**config.mk**
```make
export PLATFORM = sky130hd
export DESIGN_NAME = operand_bypass_unit
export DESIGN_NICKNAME = d
export VERILOG_FILES = /design/src/rtl/cpu_pipe_pkg.sv /design/src/rtl/bypass_select.sv /design/src/rtl/operand_bypass_unit.sv
export SDC_FILE = /design/constraint.sdc
export NUM_CORES = 1
export LEC_CHECK = 0
export ABC_AREA = 1
export CELL_PAD_IN_SITES_DETAIL_PLACEMENT = 2
export CELL_PAD_IN_SITES_GLOBAL_PLACEMENT = 2
export CORE_AREA = 8 8 151 259
export CTS_CLUSTER_SIZE = 20
export DETAILED_ROUTE_END_ITERATION = 16
export DIE_AREA = 0 0 159 267
export GPL_TIMING_DRIVEN = 0
export PLACE_DENSITY_LB_ADDON = 0.1
export SLEW_MARGIN = 20
export SYNTH_ARGS = -nofsm -noshare
export SYNTH_HDL_FRONTEND = slang
export SYNTH_SLANG_ARGS = --single-unit
```
**constraint.sdc**
```tcl
create_clock -name clk -period 1.9 [get_ports clk]
set_input_delay 0.475 -clock clk [delete_from_list [all_inputs] [get_ports clk]]
set_output_delay 0.475 -clock clk [all_outputs]
set_load 0.02 [all_outputs]
```
**src/rtl/cpu_pipe_pkg.sv**
```systemverilog
// Shared pipeline types for the operand bypass unit.
// Holds the in-flight tag layout, the XZR index and the forward-select width.
package cpu_pipe_pkg;

  localparam int ZERO_REG = 31;
  localparam int TAG_RD_W = 5;

  typedef struct packed {
    logic                valid;
    logic                we;
    logic                is_load;
    logic [TAG_RD_W-1:0] rd;
  } pipe_tag_t;

  // Select encodes regfile (0) plus one code per tracked stage.
  function automatic int fwd_sel_w(input int depth);
    return $clog2(depth + 1);
  endfunction

endpackage

```
**src/rtl/bypass_select.sv**
```systemverilog
// Single-source forwarding matcher: picks the youngest in-flight writer of the
// source register and muxes its stage result over the regfile value.
module bypass_select
  import cpu_pipe_pkg::*;
#(
  parameter int DATA_W       = 64,
  parameter int REG_AW       = 5,
  parameter int DEPTH        = 2,
  parameter int LOAD_STAGE   = 1,
  parameter int ZERO_REG_IDX = 31,
  parameter int SEL_W        = fwd_sel_w(DEPTH)
) (
  input  pipe_tag_t [DEPTH-1:0]        tag_i,
  input  logic      [REG_AW-1:0]       src_addr_i,
  input  logic      [DATA_W-1:0]       src_data_i,
  input  logic      [DEPTH*DATA_W-1:0] stage_result_i,
  output logic      [DATA_W-1:0]       op_data_o,
  output logic      [SEL_W-1:0]        fwd_sel_o,
  output logic                         load_hazard_o
);

  logic is_zero;

  assign is_zero = (src_addr_i == REG_AW'(ZERO_REG_IDX));

  always_comb begin
    // NOTE: every output gets a default before the search loop so no path leaves one unassigned (no latch).
    op_data_o     = src_data_i;
    fwd_sel_o     = '0;
    load_hazard_o = 1'b0;
    if (is_zero) begin
      op_data_o = '0;
    end else begin
      // Walk oldest to youngest so the lowest matching stage is written last and wins.
      for (int k = DEPTH - 1; k >= 0; k--) begin
        if (tag_i[k].valid && tag_i[k].we && (tag_i[k].rd == src_addr_i)) begin
          op_data_o     = stage_result_i[k*DATA_W +: DATA_W];
          fwd_sel_o     = SEL_W'(k + 1);
          load_hazard_o = tag_i[k].is_load && (k < LOAD_STAGE);
        end
      end
    end
  end

endmodule

```
**src/rtl/operand_bypass_unit.sv**
```systemverilog
// Operand forwarding and load-use hazard unit: a DEPTH-deep tag pipeline of
// in-flight destinations drives per-source bypass muxes, stall and write-back controls.
module operand_bypass_unit #(
  parameter int DATA_W     = 64,
  parameter int REG_AW     = 5,
  parameter int NUM_SRC    = 2,
  parameter int DEPTH      = 2,
  parameter int LOAD_STAGE = 1,
  parameter int ZERO_REG   = cpu_pipe_pkg::ZERO_REG
) (
  input  logic                                                 clk,
  input  logic                                                 reset,
  input  logic                                                 id_valid,
  input  logic                                                 id_we,
  input  logic                                                 id_is_load,
  input  logic [REG_AW-1:0]                                    id_rd,
  input  logic [NUM_SRC*REG_AW-1:0]                            id_src_addr,
  input  logic [NUM_SRC*DATA_W-1:0]                            id_src_data,
  input  logic                                                 flush,
  input  logic [DEPTH*DATA_W-1:0]                              stage_result,
  output logic [NUM_SRC*DATA_W-1:0]                            op_data,
  output logic [NUM_SRC*cpu_pipe_pkg::fwd_sel_w(DEPTH)-1:0]    fwd_sel,
  output logic                                                 stall,
  output logic                                                 wb_valid,
  output logic                                                 wb_we,
  output logic [REG_AW-1:0]                                    wb_rd
);

  import cpu_pipe_pkg::*;

  localparam int SEL_W = fwd_sel_w(DEPTH);

  pipe_tag_t [DEPTH-1:0] tag_q, tag_d;
  logic      [NUM_SRC-1:0] hazard;

  for (genvar gi = 0; gi < NUM_SRC; gi++) begin : g_src
    bypass_select #(
      .DATA_W       (DATA_W),
      .REG_AW       (REG_AW),
      .DEPTH        (DEPTH),
      .LOAD_STAGE   (LOAD_STAGE),
      .ZERO_REG_IDX (ZERO_REG),
      .SEL_W        (SEL_W)
    ) u_sel (
      .tag_i          (tag_q),
      .src_addr_i     (id_src_addr[gi*REG_AW +: REG_AW]),
      .src_data_i     (id_src_data[gi*DATA_W +: DATA_W]),
      .stage_result_i (stage_result),
      .op_data_o      (op_data[gi*DATA_W +: DATA_W]),
      .fwd_sel_o      (fwd_sel[gi*SEL_W +: SEL_W]),
      .load_hazard_o  (hazard[gi])
    );
  end

  // Stall is reported even under flush; flush only decides what enters stage 0.
  assign stall = id_valid & (|hazard);

  always_comb begin
    tag_d = tag_q;
    for (int k = 1; k < DEPTH; k++) begin
      tag_d[k] = tag_q[k-1];
    end
    if (stall || flush || !id_valid) begin
      tag_d[0] = '0;
    end else begin
      tag_d[0] = '{valid: 1'b1, we: id_we, is_load: id_is_load, rd: id_rd};
    end
  end

  // NOTE: the tags are plain flops, not a RAM, so they take the async reset; a stale valid tag would forward garbage.
  always_ff @(posedge clk or negedge reset) begin
    if (!reset) begin
      tag_q <= '0;
    end else begin
      // NOTE: non-blocking so every stage samples the pre-edge value of its neighbour.
      tag_q <= tag_d;
    end
  end

  assign wb_valid = tag_q[DEPTH-1].valid;
  assign wb_we    = tag_q[DEPTH-1].we;
  assign wb_rd    = tag_q[DEPTH-1].rd;

endmodule

```
==> results.md <==
Detailed routing:
- Before antenna repair, the detailed router went through 4 iterations.
- The count of nets left with antenna violations once routing finished came out at 0.
- The average wire per standard cell is between 20 and 25 um.
- The initial detailed-routing violation count is 145.
- Summing over every cut layer, the via total after detailed routing is about 7500.
- For this run, design rule violations remaining after detail routing come to 0.
- The routed via count divided by cell count is about 4.1.
- For this block, the routed nets add up to roughly 39 mm of wire.

Placement:
- The total placed instance area is between 9000 and 10000 um2.
- The half-perimeter wire length of the detailed placement result is between 30 and 40 mm.
- Prior to clock tree synthesis, the placed netlist has a worst setup slack of -1.630 ns.
- At the end of routability-driven placement, the weighted congestion stood at around 0.78.
- Input and output buffers added on the ports amount to around 420.

Power and ir drop:
- IR analysis of the VDD net gives a maximum drop of 0.3966 mV.
- In this run, the clock network consumes about 16% of the power.
- The share of power burned in combinational logic is slightly above 70%.
- The power density over cell area is 237.6 nW/um2.
- The switching component of the power is 1.023 mW.
- The power share of the sequential group is approximately an eighth.
- Summed over all cells, the static leakage comes to between 5 and 6 nW.
- The overall power after layout is ~2.7 mW.
- Net switching is 38.01% of the power.
- The cell internal power dissipation is around 1.7 mW.

STA:
- After layout, the worst setup slack is -0.6306 ns.
- The hold violation total from the final report was 0.
- The final number of max-transition violations was 0.
- The number of failing setup endpoints in the final timing report is roughly 130.
- The upper clock frequency limit is 0.3952 GHz.
- The worst-margin pin slew is about 0.70 ns.
- Hold timing on the final database bottoms out at a slack of approximately 0.38 ns.
- Setup repair after global routing could not meet its margin everywhere.
- The remaining max-slew budget at the tightest pin is 53.31%.
- Of the available clock period, the critical path in the final layout requires 133.2%.
- Clock skew on the completed layout was measured at between 0.005 and 0.006 ns.
- For the finished layout, the period the worst path requires is 2.531 ns.

Clock network:
- The count of hold-fix buffers inserted at cts is 0.
- The H-tree level count is 1.
- The total clock buffers created by CTS is 3.
- The largest buffer count on any clock path is 2.
- The clock tree from TritonCTS is built.
- The clock sink count is 15.
- Clock latency on the worst-skew pair, taken at its later pin, is roughly 0.25 ns.
- Clock tree synthesis selected as its root buffer the cell sky130_fd_sc_hd__clkbuf_16.
- The clock-pin slew on the worst setup and hold paths is approximately 0.050 ns.

Logic synthesis:
- The synthesized design contains 0 enable-type register cells.
- The number of nets in the synthesized netlist is between 1000 and 1500.
- The instance count of the mapped netlist is about 890.
- The main flop type after synthesis is sky130_fd_sc_hd__dfrtp_1.
- The cell type with the highest aggregate area in the netlist is sky130_fd_sc_hd__nand2_1.
- The post-synthesis sequential area ratio is approximately 9%.
- The fraction of post-synthesis cell area in the top cell type by area is between 40% and 50%.
- Yosys attributes the largest share of cell area to sky130_fd_sc_hd__nand2_1, sky130_fd_sc_hd__o21ai_1, sky130_fd_sc_hd__dfrtp_1.
- The share of synthesized registers carrying an async set or reset is 100.0%.
- Ranked by instance count, the synthesized netlist is headed by sky130_fd_sc_hd__nand2_1, sky130_fd_sc_hd__o21ai_1, sky130_fd_sc_hd__inv_1, sky130_fd_sc_hd__buf_6, sky130_fd_sc_hd__nor2_1.
- The number of distinct library cells after synthesis is 21.
- In this run, synthesis produced a sequential element count of 15.
- After synthesis, the mean cell area works out to 4.712 um2.
- In the post-synthesis netlist, the cell with the most instances is sky130_fd_sc_hd__nand2_1.
- In this run the cell area of the synthesized design comes to approximately 4200 um2.
- The synthesis warning total is 0.

Setup path:
- Of all nets on the critical path, the largest fanout is 6.
- The number of cells on the worst reg-to-reg path is 8.
- STA classifies the critical path startpoint as a flop.
- By startpoint and endpoint, the worst setup path is classified as reg -> out.
- The arrival time at the worst endpoint is between 2 and 2.5 ns.
- The register-to-register setup slack is approximately 0.35 ns.
- The worst-path cell with the longest stage delay is sky130_fd_sc_hd__dfrtp_2.
- The nature of the critical path endpoint is an output pin.
- Walking the worst path, the cells encountered are buf_6 > o211ai_1 > nor2_4 > nand2_4 > buf_16 > clkbuf_16 > nand2_2 > o21ai_2 > nand2_1 > nand2_2 > buf_6.
- The required time of the critical path is approximately 1.4 ns.
- The delay of the slowest critical-path stage is 0.43 ns.

Global routing:
- The initial antenna violation count is 6.
- The number of global-route vias before repair is approximately 8400.
- The largest net degree at the start of global routing is 16.
- In the global route stage, met3 resource usage came out at between 4 and 5%.
- For this run the aggregate overflow at the end of global routing stands at 0.
- met2 is the most crowded layer.
- Across every metal layer, demand over resource in global routing totals around 17%.
- The first global-routing pass estimated between 50 and 60 mm of wire.
- The fraction of met2 tracks used by global routing is between 30% and 40%.
- In the global route stage, met1 resource usage came out at about 15%.

Die:
- The total I/O pin count is between 400 and 500.
- The starting density of the core is a little under an eighth.
- The floorplan step set the die height to roughly 270 um.
- The die is approximately 160 um wide.
- The die covers 42450 um2.
- The area of the placeable core is 35680 um2.
- In this run the core area contains a little over 90 standard-cell rows.

Final layout:
- Cells with a size suffix above 1 make up between 40% and 50% of the layout.
- Once layout is done, the placed cells without fillers occupy between 10000 and 15000 um2.
- The net count of the finished layout is approximately 1600.
- The layout overhead on the synthesized area is 170.3%.

Status:
- The checks that failed: setup timing.
- The flow ran to the end, but the final reports show violations.

Worst hold path:
- The type of the worst min-delay path is reg -> reg.
- The worst hold path depth is 0.

Flow run:
- The tool flagged a number of max-cap violations equal to 0.
## cell families (layout without fill, tap and decap cells)
logic type | Yosys count | in the layout | share of synthesized area [%]
and+or+nand+nor | 583 | 583 | 52.96
buffers and inverters | 151 | 611 | 20.31
AOI/OAI and AO/OA | 134 | 134 | 16.52
DFF | 15 | 15 | 8.961
xor gates and xnor gates | 6 | 6 | 1.254
other | 0 | 4 | 0
## power by group through the flow
stage          combinational (mW)  clock [mW]  sequential, mW
2_1_floorplan               0.619           0           0.350
3_3_place_gp                 1.70           0           0.353
3_5_place_dp                 1.72           0           0.353
4_1_cts                      1.78       0.423           0.347
5_1_grt                      2.07       0.439           0.350
6_report                     1.93       0.416           0.348
## cell usage in the layout, fill, tap and decap left out, types with 2 or more instances in the layout
cell                              count
sky130_fd_sc_hd__buf_12              38
sky130_fd_sc_hd__buf_16               4
sky130_fd_sc_hd__buf_2                7
sky130_fd_sc_hd__buf_4               42
sky130_fd_sc_hd__buf_6              128
sky130_fd_sc_hd__buf_8               10
sky130_fd_sc_hd__clkbuf_16           13
sky130_fd_sc_hd__clkdlybuf4s50_1    269
sky130_fd_sc_hd__dfrtp_1              9
sky130_fd_sc_hd__dfrtp_2              6
sky130_fd_sc_hd__diode_2              4
sky130_fd_sc_hd__dlymetal6s2s_1       4
sky130_fd_sc_hd__inv_1               81
sky130_fd_sc_hd__inv_2                6
sky130_fd_sc_hd__inv_4                3
sky130_fd_sc_hd__nand2_1            361
sky130_fd_sc_hd__nand2_2            169
sky130_fd_sc_hd__nand2_4             18
sky130_fd_sc_hd__nand3_1              3
sky130_fd_sc_hd__nand3_2              3
sky130_fd_sc_hd__nand3_4              3
sky130_fd_sc_hd__nor2_1              12
sky130_fd_sc_hd__nor2_2               8
sky130_fd_sc_hd__nor2_4               5
sky130_fd_sc_hd__o21ai_0              2
sky130_fd_sc_hd__o21ai_1             20
sky130_fd_sc_hd__o21ai_2            107
sky130_fd_sc_hd__o21ai_4              2
sky130_fd_sc_hd__xor2_1               5
## path summary, 6_finish.rpt
check,start,to
max,wb_rd[1],op_data[24]
min,tag_d[15],wb_valid
max reg2reg,tag_d[11],tag_d[9]
min reg2reg,tag_d[15],wb_valid
max in group asynchronous,reset,wb_rd[1]
min in group asynchronous,reset,tag_d[14]
## through the flow
step	setup TNS [ns]	std cells	util (%)
6_report	-69.89	1823	31.73
5_1_grt	-83.71	1822	31.73
4_1_cts	-75.01	1807	28.48
3_5_place_dp	-206.39	1775	25.84
3_3_place_gp	-203.90	1775	25.84
2_1_floorplan	0	889	-
## sequential cells by signal, indices dropped and copies added, names as in the netlist
signal and cells:
wb_rd 5, wb_we 1, wb_valid 1, tag_d 8
## critical path, delay by kind of cell, from the launching register on
kind / cells / cell delay [ns]
compound gates: 2 / 0.33
simple gates: 5 / 0.45
buf+inv: 4 / 0.58
flops: 1 / 0.43
## per-layer routing
| metal | part of all wire, % | wire (um) |
|---|---|---|
| met1 | 32 | 12380 |
| met2 | 60 | 23080 |
| met5 | 0.060 | 23 |
| met4 | 1.3 | 519 |
| met3 | 6.7 | 2605 |
## what timing repair did
item	CTS	global route
gates resized for setup	970	275
pin swaps	24	54
setup endpoints to repair	143	137
cloned	6	9
setup buffers	24	5
## final cells by class
| class | instances | area [um2] |
|---|---|---|
| fillers | 4228 | 24360 |
| repair buffers | 457 | 4905 |
| multi-input cells | 723 | 4039 |
| plain buffers | 58 | 953.4 |
| well taps | 470 | 588.1 |
| flip-flops and latches | 15 | 382.9 |
| inverters | 92 | 362.8 |
| clock buffers | 3 | 75.07 |
| diodes | 4 | 10.01 |
| clock inverters | 1 | 7.507 |
Power figures use the tool's default switching activity.
